**config.mk**
```make
export PLATFORM = sky130hd
export DESIGN_NAME = count_param
export DESIGN_NICKNAME = d
export VERILOG_FILES = /design/src/rtl/count_pkg.sv /design/src/rtl/count_param.sv
export SDC_FILE = /design/constraint.sdc
export NUM_CORES = 1
export LEC_CHECK = 0
export ABC_CLOCK_PERIOD_IN_PS = 1400
export CAP_MARGIN = 15
export CORE_ASPECT_RATIO = 1.25
export CORE_MARGIN = 2
export CORE_UTILIZATION = 45
export CTS_BUF_LIST = sky130_fd_sc_hd__clkbuf_2 sky130_fd_sc_hd__clkbuf_4 sky130_fd_sc_hd__clkbuf_8
export DETAILED_ROUTE_END_ITERATION = 10
export PLACE_DENSITY = 0.82
export SKIP_LAST_GASP = 1
export SYNTH_ARGS = -nofsm -noshare
export SYNTH_HDL_FRONTEND = slang
export SYNTH_SLANG_ARGS = --single-unit
```
**constraint.sdc**
```tcl
create_clock -name clk -period 1.4 [get_ports clk]
set_input_delay 0.35 -clock clk [delete_from_list [all_inputs] [get_ports clk]]
set_output_delay 0.35 -clock clk [all_outputs]
set_load 0.02 [all_outputs]
```
**src/rtl/count_pkg.sv**
```systemverilog
// count_pkg: shared constants and helpers for the count_param counter family.
//   cnt_dir_e    : step direction encoding (CNT_DOWN=0, CNT_UP=1)
//   cnt_mode_e   : boundary behaviour encoding (CNT_WRAP=0, CNT_SAT=1)
//   params_legal : elaboration-time legality check for counter parameters
package count_pkg;

  typedef enum logic {
    CNT_DOWN = 1'b0,
    CNT_UP   = 1'b1
  } cnt_dir_e;

  typedef enum logic {
    CNT_WRAP = 1'b0,
    CNT_SAT  = 1'b1
  } cnt_mode_e;

  // Returns 1 when WIDTH is 2..32, 1 <= MAX_VAL <= 2^WIDTH-1 and
  // RESET_VAL <= MAX_VAL.
  function automatic bit params_legal(input int unsigned     width,
                                      input longint unsigned max_val,
                                      input longint unsigned reset_val);
    if (width < 2 || width > 32) return 1'b0;
    if (max_val < 64'd1 || max_val > ((64'd1 << width) - 64'd1)) return 1'b0;
    if (reset_val > max_val) return 1'b0;
    return 1'b1;
  endfunction

endpackage

```
**src/rtl/count_param.sv**
```systemverilog
// count_param: parametrised synchronous up/down counter with modulus,
// parallel load, wrap or saturate at the boundaries, a registered
// terminal-count pulse and a sticky overflow flag.
// Ports:
//   clk      in  1      rising-edge clock
//   reset    in  1      synchronous active-low reset
//   en       in  1      count enable (one step per cycle)
//   up       in  1      direction, 1 = increment, 0 = decrement
//   load     in  1      parallel load strobe (beats en)
//   load_val in  WIDTH  value to load, clamped to MAX_VAL
//   clr_ovf  in  1      clears ovf (a same-cycle boundary event wins)
//   out      out WIDTH  current count
//   check    out 1      one-cycle pulse after each boundary event
//   ovf      out 1      sticky boundary-event flag
module count_param
  import count_pkg::*;
#(
  parameter int unsigned     WIDTH     = 8,
  parameter longint unsigned MAX_VAL   = (64'd1 << WIDTH) - 64'd1,
  parameter bit              SATURATE  = 1'b0,
  parameter longint unsigned RESET_VAL = 64'd0
) (
  input  logic             clk,
  input  logic             reset,
  input  logic             en,
  input  logic             up,
  input  logic             load,
  input  logic [WIDTH-1:0] load_val,
  input  logic             clr_ovf,
  output logic [WIDTH-1:0] out,
  output logic             check,
  output logic             ovf
);

  generate
    if (!params_legal(WIDTH, MAX_VAL, RESET_VAL)) begin : g_bad_params
      $error("count_param: illegal WIDTH/MAX_VAL/RESET_VAL combination");
    end
  endgenerate

  localparam logic [WIDTH-1:0] MAXV = MAX_VAL[WIDTH-1:0];
  localparam logic [WIDTH-1:0] RSTV = RESET_VAL[WIDTH-1:0];
  localparam logic [WIDTH-1:0] ONE  = {{(WIDTH-1){1'b0}}, 1'b1};

  // Returns {boundary, next}. The boundary comes from comparing against
  // MAXV or zero rather than from a carry, so any modulus behaves the same.
  function automatic logic [WIDTH:0] next_count(input logic [WIDTH-1:0] cur,
                                                input logic             dir);
    logic             bnd;
    logic [WIDTH-1:0] nxt;
    if (dir == CNT_UP) begin
      bnd = (cur == MAXV);
      if (!bnd)                      nxt = cur + ONE;
      else if (SATURATE == CNT_SAT)  nxt = MAXV;
      else                           nxt = '0;
    end else begin
      bnd = (cur == '0);
      if (!bnd)                      nxt = cur - ONE;
      else if (SATURATE == CNT_SAT)  nxt = '0;
      else                           nxt = MAXV;
    end
    return {bnd, nxt};
  endfunction

  logic [WIDTH:0]   stepped;
  logic [WIDTH-1:0] clamped;
  logic             bnd_event;

  always_comb begin
    stepped   = next_count(out, up);
    clamped   = (load_val > MAXV) ? MAXV : load_val;
    // A load takes the cycle, so it can never produce a boundary event.
    bnd_event = en & ~load & stepped[WIDTH];
  end

  always_ff @(posedge clk) begin
    if (!reset) begin
      out   <= RSTV;
      check <= 1'b0;
      ovf   <= 1'b0;
    end else begin
      check <= bnd_event;
      if (load)    out <= clamped;
      else if (en) out <= stepped[WIDTH-1:0];
      if (bnd_event)    ovf <= 1'b1;
      else if (clr_ovf) ovf <= 1'b0;
    end
  end

endmodule
```
# Word-level counts from Yosys, hierarchy flattened
# Cells that the tools add are included.
[totals] regBits=10 inputBits=14 out_inout_bits=10 word_cells=22
[op_classes] n_addsub=2 magnitude_cmp=1 eq_ne=1 muxes=9 bitwise=3 reduce_logical=3
[ops] op="two-way mux 8 bit" n=6
[ops] op="adder 8 x 1 -> 8 bit, second input constant" n=1
[ops] op="equality test 8 bit, second input constant" n=1
[ops] op="> comparator 8 bit, second input constant" n=1
[ops] op="logical NOT 8 bit" n=1
[ops] op="subtractor 8 x 1 -> 8 bit, second input constant" n=1
[ops] op="nonzero test 2 bit" n=2
[ops] op="two-way mux 1 bit" n=3
[ops] op="AND 1 bit" n=2
[ops] op="inverter 1 bit" n=1

# Logic depth before layout (Yosys ltp)
# Gate-level depths: netlist (run 1).
[logic_depth] word_depth=5 mapped_depth=6 mapped_depth_nobuf=6

# Least setup slack after synthesis (run 1)
# OpenSTA, ideal clock, no wires.
[synth_path] kind="register to register" from="register out[0]" to="register out[2]" setup_time_ns=0.117 arrival_ns=1.637 required_ns=1.283 setup_slack_ns=-0.354 path_stages_with_launch=7 n_path_buf=0 synth_period_minus_slack_ns=1.754 cell_sequence="dfxtp_1 > inv_1 > ha_1 > mux2_2 > a211o_1 > a32oi_1 > nor2_1"
[synth_between] elab_chain_len=5 elab_cells_between_ends=9 classes_between="add/sub: 2; eq/ne: 1; mux: 5; reduce/logical: 1"
[synth_lines] item="start, declared" line="count_param.sv:30" source="output logic [WIDTH-1:0] out,"
[synth_lines] item="start signal, assigned" line="count_param.sv:83" source="if (load) out <= clamped;"
[synth_lines] item="start signal, assigned" line="count_param.sv:84" source="else if (en) out <= stepped[WIDTH-1:0];"
[synth_lines] item="subtractor 8 x 1 -> 8 bit (tied with other cells)" line="count_param.sv:58" source="if (!bnd) nxt = cur - ONE;"
[synth_lines] item="two-way mux 8 bit, on equally long branches" line="count_param.sv:58, count_param.sv:53"
[synth_lines] item="two-way mux 8 bit *" line="count_param.sv:51" source="if (dir == CNT_UP) begin"
[synth_lines] item="two-way mux 8 bit *" line="count_param.sv:84"
[synth_lines] item="two-way mux 8 bit *" line="count_param.sv:83"
# Mark *: on every way between the ends. The rest lies on a longest branch, timed or not. The select of a mux whose other input is x is not followed.
# A chain may end at the register's enable or synchronous reset.

# Worst setup path in the final report (run 1)
[layout_path] from="register out[0]" to="register out[4]"
# The elaborated chain is that of the path after synthesis.

==> metrics.csv, run 1 <==
stage;metric;value;unit
status;status;finished with violations;
status;failing checks;setup timing;
route;WL per Instance;16.28;um
yosys;top flip-flop cell by instance count after synthesis;sky130_fd_sc_hd__dfxtp_1;
die;floorplan row count;18;
global_routing;vias in the first global route;1094;
cts;Clock Pin Slew Worst Setup and Hold Paths;0.08;ns
worst_setup_path;Setup crit start kind;register;
yosys;flop and latch count out of synthesis;10;
cts;worst-skew pair later-pin latency;0.29;ns
yosys;post-synthesis area per instance;7.942;um2
yosys;fraction of synthesized cell area taken by the top area cell type;21.92;%
route;detailed-routed wire length on met2;1542;um
route;wire length after detailed routing;3077;um
layout;ant diodes;0;
route;DR WL met3;181;um
cts;sink count of the clock tree;10;
die;Die Span X;44.30;um
yosys;portion of the post-synthesis area used by sequential elements;21.92;%
die;io pins;24;
route;via count normalized by instance count;6.074;
yosys;synth unique cells;51;
layout;fraction of layout instances using a drive strength above 1;39.05;%
route;total vias in the final route;1148;
global_routing;maximum number of pins on one net before global-route repair;18;
place;placed cell area;1413;um2
yosys;Post-Synthesis Net Count;132;
yosys;dominant cell type by area after synthesis;sky130_fd_sc_hd__dfxtp_1;
layout;post-route standard cell area excluding fillers;1458;um2
route;iteration-0 DRC count of the detailed router;28;
route;number of iterations in the first detailed-routing pass;4;
global_routing;antenna violations before repair;0;
die;Die H;54.37;um
worst_setup_path;data arrival at the endpoint of the critical path;1.86;ns
die;overall die area;2408;um2
route;DRC Markers;0;
cts;master cell of the clock root buffer;sky130_fd_sc_hd__clkbuf_4;
timing;number of setup violations in the final report;8;
die;starting utilization of the core area;47.16;%
yosys;YS warnings;0;
route;post-route met1 wirelength;1260;um
global_routing;total gr overflow;0;
cts;TritonCTS clock tree;done;
place;Detail Placement HPWL;2274;um
worst_setup_path;critical path capture point type;register;
worst_setup_path;largest fanout of any net on the critical path;5;
layout;Non-Filler Instances;189;
yosys;EDFF count, synth;0;
yosys;Post-Synthesis Cells;115;
timing;Max Freq;605.1;MHz
pwr;Power Total;1.093;mW
timing;shortest period the worst path allows;1.653;ns
timing;worst clock skew;0.01424;ns
timing;Slew Limit Headroom;76.91;%
place;total instance count after detailed placement;183;
global_routing;aggregate global-route resource usage;29.45;%
pwr;power per standard cell area;749.9;nW/um2
worst_setup_path;Required @ worst endpoint;1.60;ns
place;worst slack, placed;-0.5628;ns
timing;final slew viol count;0;
place;final weighted congestion of routability-driven global placement;0.9421;
pwr;VDD IR-drop max;0.0006206;V
cts;H-tree Lvls;1;
worst_setup_path;worst setup path category;reg2reg;
cts;clock buffer depth;2;
worst_setup_path;max incr delay on CP;0.37;ns
timing;slew at the pin closest to its max-slew limit;0.3454;ns
timing;post-route fraction of the period consumed by the critical path;118.0;%
yosys;top cells by area, synth;sky130_fd_sc_hd__dfxtp_1 22%, sky130_fd_sc_hd__ha_1 4.1%, sky130_fd_sc_hd__a21oi_1 3.8%, sky130_fd_sc_hd__inv_1 3.7%, sky130_fd_sc_hd__nand2b_1 3.4%;
yosys;summed instance area of the synthesized netlist;913.4;um2
job;Maximum Capacitance Violations;0;
worst_setup_path;slowest library cell on the worst path;sky130_fd_sc_hd__dfxtp_4;
place;number of buffers inserted by port buffering;23;
global_routing;first-pass GRT wire length;5112;um
worst_setup_path;critical-path cell list;inv_4 > ha_4 > nor3b_4 > nand3_2 > a221o_1 > a221oi_2;
yosys;most numerous cell types in the synthesized netlist;10 x sky130_fd_sc_hd__dfxtp_1, 9 x sky130_fd_sc_hd__inv_1, 8 x sky130_fd_sc_hd__nor2_1, 7 x sky130_fd_sc_hd__a21oi_1, 5 x sky130_fd_sc_hd__nand2b_1;
layout;fin nets;187;
timing;Hold Vio Cnt, Final;0;
route;number of antenna-violating nets in the routed design;0;
yosys;asr flop ratio synth;0;%
layout;area delta synth->final;59.59;%
route;uppermost layer routed;met4;
min_path;worst hold path type;reg2reg;
die;area of the core region;1937;um2
pwr;LEAKAGE;0.6087;nW
timing;RSZ-0062 raised after global routing;true;
cts;Inserted Clock Buffers;3;
timing;final setup slack of the worst path;-0.2526;ns
timing;worst hold slack;0.4998;ns
yosys;cell with the most instances after synthesis;sky130_fd_sc_hd__dfxtp_1;
[registers in the layout (all words and copies together), names as in the netlist]
signal	count
check	1
out	8
ovf	1
[per-layer routing]
layer  vias up  global-route usage (%)
met5         -                       0
met2        47                   49.51
met3        13                   6.271
met1       538                   35.93
li1        550                       -
met4         0                   13.13
[placed cells by master, fill, tap and decap left out, types with 2 or more instances in the layout]
cell / Yosys / final
sky130_fd_sc_hd__buf_4: 1 / 34
sky130_fd_sc_hd__clkdlybuf4s50_1: 0 / 11
sky130_fd_sc_hd__nor2_1: 8 / 8
sky130_fd_sc_hd__inv_1: 9 / 7
sky130_fd_sc_hd__dlygate4sd2_1: 0 / 6
sky130_fd_sc_hd__nand2b_1: 5 / 5
sky130_fd_sc_hd__a21oi_1: 7 / 5
sky130_fd_sc_hd__dfxtp_2: 0 / 5
sky130_fd_sc_hd__nand2_1: 4 / 4
sky130_fd_sc_hd__nand4_1: 4 / 4
sky130_fd_sc_hd__a31oi_1: 4 / 4
sky130_fd_sc_hd__nand3_1: 4 / 4
sky130_fd_sc_hd__clkbuf_2: 0 / 4
sky130_fd_sc_hd__o21ai_0: 3 / 3
sky130_fd_sc_hd__nor3_1: 3 / 3
sky130_fd_sc_hd__nor3b_1: 3 / 3
sky130_fd_sc_hd__clkbuf_4: 0 / 3
sky130_fd_sc_hd__dfxtp_4: 0 / 3
sky130_fd_sc_hd__inv_4: 0 / 2
sky130_fd_sc_hd__a21oi_2: 0 / 2
sky130_fd_sc_hd__o311a_1: 2 / 2
sky130_fd_sc_hd__and3_1: 2 / 2
sky130_fd_sc_hd__o211ai_1: 2 / 2
sky130_fd_sc_hd__a221oi_2: 1 / 2
sky130_fd_sc_hd__o2111ai_1: 2 / 2
sky130_fd_sc_hd__o21bai_1: 2 / 2
sky130_fd_sc_hd__a211oi_1: 2 / 2
sky130_fd_sc_hd__ha_4: 0 / 2
sky130_fd_sc_hd__dfxtp_1: 10 / 2
sky130_fd_sc_hd__clkdlybuf4s15_1: 0 / 2
[worst paths after layout]
path,from,endpoint,slack [ns],cells after the start
setup reg to reg,out[0]$_SDFFE_PN0P_,out[4]$_SDFFE_PN0P_,-0.25,6
hold reg to reg,ovf$_SDFFE_PN0P_,ovf$_SDFFE_PN0P_,0.50,2
hold / removal,ovf$_SDFFE_PN0P_,ovf$_SDFFE_PN0P_,0.50,2
setup / recovery,out[0]$_SDFFE_PN0P_,out[4]$_SDFFE_PN0P_,-0.25,6
[stage by stage]
step           utilization, %  setup TNS, ns
2_1_floorplan               -        -0.2870
3_3_place_gp            72.93         -4.136
3_5_place_dp            72.93         -4.344
4_1_cts                 75.78         -1.268
5_1_grt                 75.26         -1.892
6_report                75.26         -1.389
[kinds of logic (layout without fill, tap and decap cells)]
logic type | Yosys count | after routing | synth area share, %
muxes | 2 | 2 | 2.329
AOI/OAI and AO/OA | 38 | 38 | 31.78
buffers and inverters | 17 | 71 | 9.315
DFF | 10 | 10 | 21.92
and+or+nand+nor | 44 | 44 | 29.59
adders and majority gates | 3 | 3 | 4.110
xor gates and xnor gates | 1 | 1 | 0.9591
[report_power, final]
part           switching (mW)  total (mW)  internal [mW]  leakage [nW]
registers              0.0416       0.349          0.308        0.0859
clock network           0.122       0.281          0.159        0.0210
logic                   0.221       0.463          0.242         0.502
total                   0.385        1.09          0.708         0.609
[cell type report]
type / instances / area [um2]
flip-flops and latches: 10 / 217.7
inverters: 9 / 38.79
clock buffers: 4 / 36.28
well taps: 20 / 25.02
repair buffers: 58 / 469.2
fillers: 158 / 479.2
multi-input cells: 88 / 670.6
[what timing repair did]
item                                    4_1_cts  5_1_grt
pin swaps                                     7        4
setup buffers                                 3        0
hold buffers                                  0        0
hold endpoints to repair                      0        0
resized for setup                            18       11
endpoints found under the setup margin       19       15
gates cloned                                  0        0
[critical path: cells and delay by family, from the launching register on]
kind	cells	cell delay, ns
AO/OA/AOI/OAI	2	0.55
flip-flops	1	0.37
AND/OR/NAND/NOR	2	0.47
adder cells (fa/ha/maj)	1	0.13
buffers and inverters	1	0.07
Note: power is estimated with default switching activity, not from simulation.
==> run 2: changes to the inputs <==
--- a/config.mk
+++ b/config.mk
@@ -9,10 +9,10 @@
 export CAP_MARGIN = 15
 export CORE_ASPECT_RATIO = 1.25
 export CORE_MARGIN = 2
-export CORE_UTILIZATION = 45
-export CTS_BUF_LIST = sky130_fd_sc_hd__clkbuf_2 sky130_fd_sc_hd__clkbuf_4 sky130_fd_sc_hd__clkbuf_8
+export CORE_UTILIZATION = 40
+export CTS_BUF_LIST = sky130_fd_sc_hd__clkbuf_16
 export DETAILED_ROUTE_END_ITERATION = 10
-export PLACE_DENSITY = 0.82
+export PLACE_DENSITY = 0.74
 export SKIP_LAST_GASP = 1
 export SYNTH_ARGS = -nofsm -noshare
 export SYNTH_HDL_FRONTEND = slang
==> run 2 against run 1 <==
Compared with the run above:
- die area grew 11%
- flip-flop and latch count stayed put
- critical path depth up 2
- clock power is 93% higher
- first-iteration DRC count up 39%
- worst hold slack worse by 0.024 ns
- the run still ends with setup timing left
- total power up 32%
- clock skew down 0.012 ns
- combinational power grew 17%
- critical path type unchanged
- register-to-register slack improved by 0.03 ns
- sequential share of layout area fell by 2.2 points
==> metrics.csv, run 2 (synthesized netlist as in run 1, its figures left out) <==
stage;metric;value;unit;change
route;number of antenna-violating nets in the routed design;0;;unchanged
worst_setup_path;critical path capture point type;register;;
die;area of the core region;2187;um2;+13%
die;starting utilization of the core area;41.76;%;-5.4 points
die;overall die area;2684;um2;+11%
status;status;finished with violations;;
cts;H-tree Lvls;1;;unchanged
pwr;LEAKAGE;0.7375;nW;+21%
timing;worst clock skew;0.002619;ns;-0.01162 ns
global_routing;aggregate global-route resource usage;28.54;%;-0.91 points
layout;largest register by flop count;out;;
pwr;VDD IR-drop max;0.0007576;V;+22%
global_routing;antenna violations before repair;0;;unchanged
worst_setup_path;critical-path cell list;inv_4 > ha_4 > nor3b_4 > buf_4 > buf_4 > a211o_1 > a32oi_1 > nor2_1;;
timing;post-route fraction of the period consumed by the critical path;115.8;%;-2.3 points
status;failing checks;setup timing;;
worst_setup_path;max incr delay on CP;0.38;ns;about the same
timing;setup TNS;-1.343;ns;+0.04556 ns
route;WL per Instance;17.72;um;+8.8%
cts;TritonCTS clock tree;done;;
worst_setup_path;worst setup path category;reg2reg;;
global_routing;maximum number of pins on one net before global-route repair;18;;unchanged
route;DRC Markers;0;;unchanged
global_routing;vias in the first global route;1208;;+10%
timing;RSZ-0062 raised after global routing;true;;
layout;# fillers;148;;-6.3%
layout;flip-flop count of the largest register, all copies and words added;8;;unchanged
route;number of iterations in the first detailed-routing pass;4;;unchanged
cts;master cell of the clock root buffer;sky130_fd_sc_hd__clkbuf_16;;
worst_setup_path;gate family responsible for the most delay along the worst path;compound AO/OA/AOI/OAI gates;;
global_routing;first-pass GRT wire length;5561;um;+8.8%
pwr;power per standard cell area;835.8;nW/um2;+11%
place;placed cell area;1434;um2;+1.5%
cts;hold_buf cts;0;;unchanged
timing;shortest period the worst path allows;1.621;ns;-0.03178 ns
timing;Slew Limit Headroom;74.74;%;-2.2 points
die;Die H;57.43;um;+5.6%
worst_setup_path;slowest library cell on the worst path;sky130_fd_sc_hd__dfxtp_4;;
layout;fin nets;201;;+7.5%
timing;Max Freq;617.0;MHz;+2.0%
timing;Hold Vio Cnt, Final;0;;unchanged
route;iteration-0 DRC count of the detailed router;39;;+39%
die;floorplan row count;19;;+1
timing;final slew viol count;0;;unchanged
worst_setup_path;Required @ worst endpoint;1.53;ns;-0.07 ns
worst_setup_path;Setup crit start kind;register;;
place;final weighted congestion of routability-driven global placement;0.8956;;-4.9%
cts;Inserted Clock Buffers;3;;unchanged
worst_setup_path;crit-path most repeated cell;sky130_fd_sc_hd__buf_4;;
worst_setup_path;largest fanout of any net on the critical path;4;;-1
layout;most frequent standard cell in the layout excluding fill and tap cells;sky130_fd_sc_hd__buf_4;;
place;number of buffers inserted by port buffering;23;;unchanged
cts;Clock Pin Slew Worst Setup and Hold Paths;0.05;ns;-0.03 ns
min_path;worst hold path type;reg2reg;;
place;Detail Placement HPWL;2247;um;-1.2%
route;total vias in the final route;1222;;+6.4%
job;Maximum Capacitance Violations;0;;unchanged
cts;sink count of the clock tree;10;;unchanged
layout;area delta synth->final;88.77;%;
worst_setup_path;Worst Path Buf+Inv;3;;+2
route;wire length after detailed routing;3792;um;+23%
die;Die Span X;46.74;um;+5.5%
layout;biggest registers after layout;out: 8 flops, check: 1 flops, ovf: 1 flops;;
cts;clock buffer depth;2;;unchanged
worst_setup_path;data arrival at the endpoint of the critical path;1.75;ns;-0.11 ns
global_routing;total gr overflow;0;;unchanged
timing;final setup slack of the worst path;-0.2208;ns;+0.03178 ns
cts;worst-skew pair later-pin latency;0.25;ns;-0.04 ns
layout;ant diodes;0;;unchanged
die;io pins;24;;unchanged
layout;most used cells in the layout excluding fill and tap cells;41 x sky130_fd_sc_hd__buf_4, 10 x sky130_fd_sc_hd__clkdlybuf4s50_1, 8 x sky130_fd_sc_hd__nor2_1, 7 x sky130_fd_sc_hd__inv_1;;
route;via count normalized by instance count;5.710;;-6.0%
timing;number of setup violations in the final report;9;;+1
layout;post-route standard cell area excluding fillers;1724;um2;+18%
timing;slew at the pin closest to its max-slew limit;0.3754;ns;+0.02999 ns
layout;fraction of layout instances using a drive strength above 1;46.99;%;+7.9 points
## run 2: cell types whose count changed in the layout (fill, tap and decap cells not counted), sizes merged
cell / before / now
buf: 35 / 49
clkbuf: 8 / 5
clkdlybuf4s15: 2 / 3
clkdlybuf4s50: 11 / 10
clkinv: 0 / 1
dlymetal6s2s: 0 / 2
## run 2: final timing paths
| path | slack (ns) | startpoint | cells past startpoint | end |
|---|---|---|---|---|
| min reg2reg | 0.48 | ovf$_SDFFE_PN0P_ | 2 | ovf$_SDFFE_PN0P_ |
| max | -0.22 | out[1]$_SDFFE_PN0P_ | 8 | out[2]$_SDFFE_PN0P_ |
| min | 0.48 | ovf$_SDFFE_PN0P_ | 2 | ovf$_SDFFE_PN0P_ |
| max reg2reg | -0.22 | out[1]$_SDFFE_PN0P_ | 8 | out[2]$_SDFFE_PN0P_ |
## run 2: area by class of cell
class / instances / area, um2 / share of cell area [%]
Clock buffer: 3 / 75.07 / 4.354
Timing Repair Buffer: 72 / 626.9 / 36.36
Multi-Input combinational cell: 88 / 720.7 / 41.80
Inverter: 9 / 38.79 / 2.250
Sequential cell: 10 / 220.2 / 12.77
Clock inverter: 1 / 3.754 / 0.2177
Tap cell: 31 / 38.79 / 2.250
## run 2: power by group
group | internal, mW | switching, mW | leakage, nW
logic | 0.294 | 0.250 | 0.613
registers | 0.309 | 0.0458 | 0.0862
clock network | 0.377 | 0.165 | 0.0385
total | 0.980 | 0.461 | 0.738
## run 2: worst reg2reg max path, stage by stage, from the launching register on
cell and delay, ns:
sky130_fd_sc_hd__dfxtp_4 0.38, sky130_fd_sc_hd__inv_4 0.05, sky130_fd_sc_hd__ha_4 0.15, sky130_fd_sc_hd__nor3b_4 0.16
sky130_fd_sc_hd__buf_4 0.15, sky130_fd_sc_hd__buf_4 0.13, sky130_fd_sc_hd__a211o_1 0.25, sky130_fd_sc_hd__a32oi_1 0.18
sky130_fd_sc_hd__nor2_1 0.05
## run 2: stage by stage
step | hold WS (ns) | cells | util (%) | setup slack (ns) | power, mW
final | 0.4755 | 214 | 78.83 | -0.2208 | 1.441
after global routing | 0.5103 | 214 | 78.83 | -0.2797 | 1.491
after detailed placement | 0.4690 | 195 | 65.56 | -0.6026 | 0.8055
after CTS | 0.4769 | 204 | 72.20 | -0.1908 | 1.373
after global placement | 0.4637 | 195 | 65.56 | -0.5007 | 0.7926
after floorplan | 0.4705 | 115 | - | -0.1149 | 0.5898
## run 2: timing repair
item,4_1_cts,5_1_grt
pin swaps,11,11
gates resized for setup,26,16
setup buffers,6,10
endpoints found under the setup margin,20,13
## run 2: routing by layer
| metal | share of wire (%) | GRT usage [%] |
|---|---|---|
| met5 | 0 | 0 |
| met2 | 49 | 46.43 |
| met1 | 43 | 35.85 |
| met3 | 4.4 | 3.797 |
| met4 | 3.7 | 13.89 |
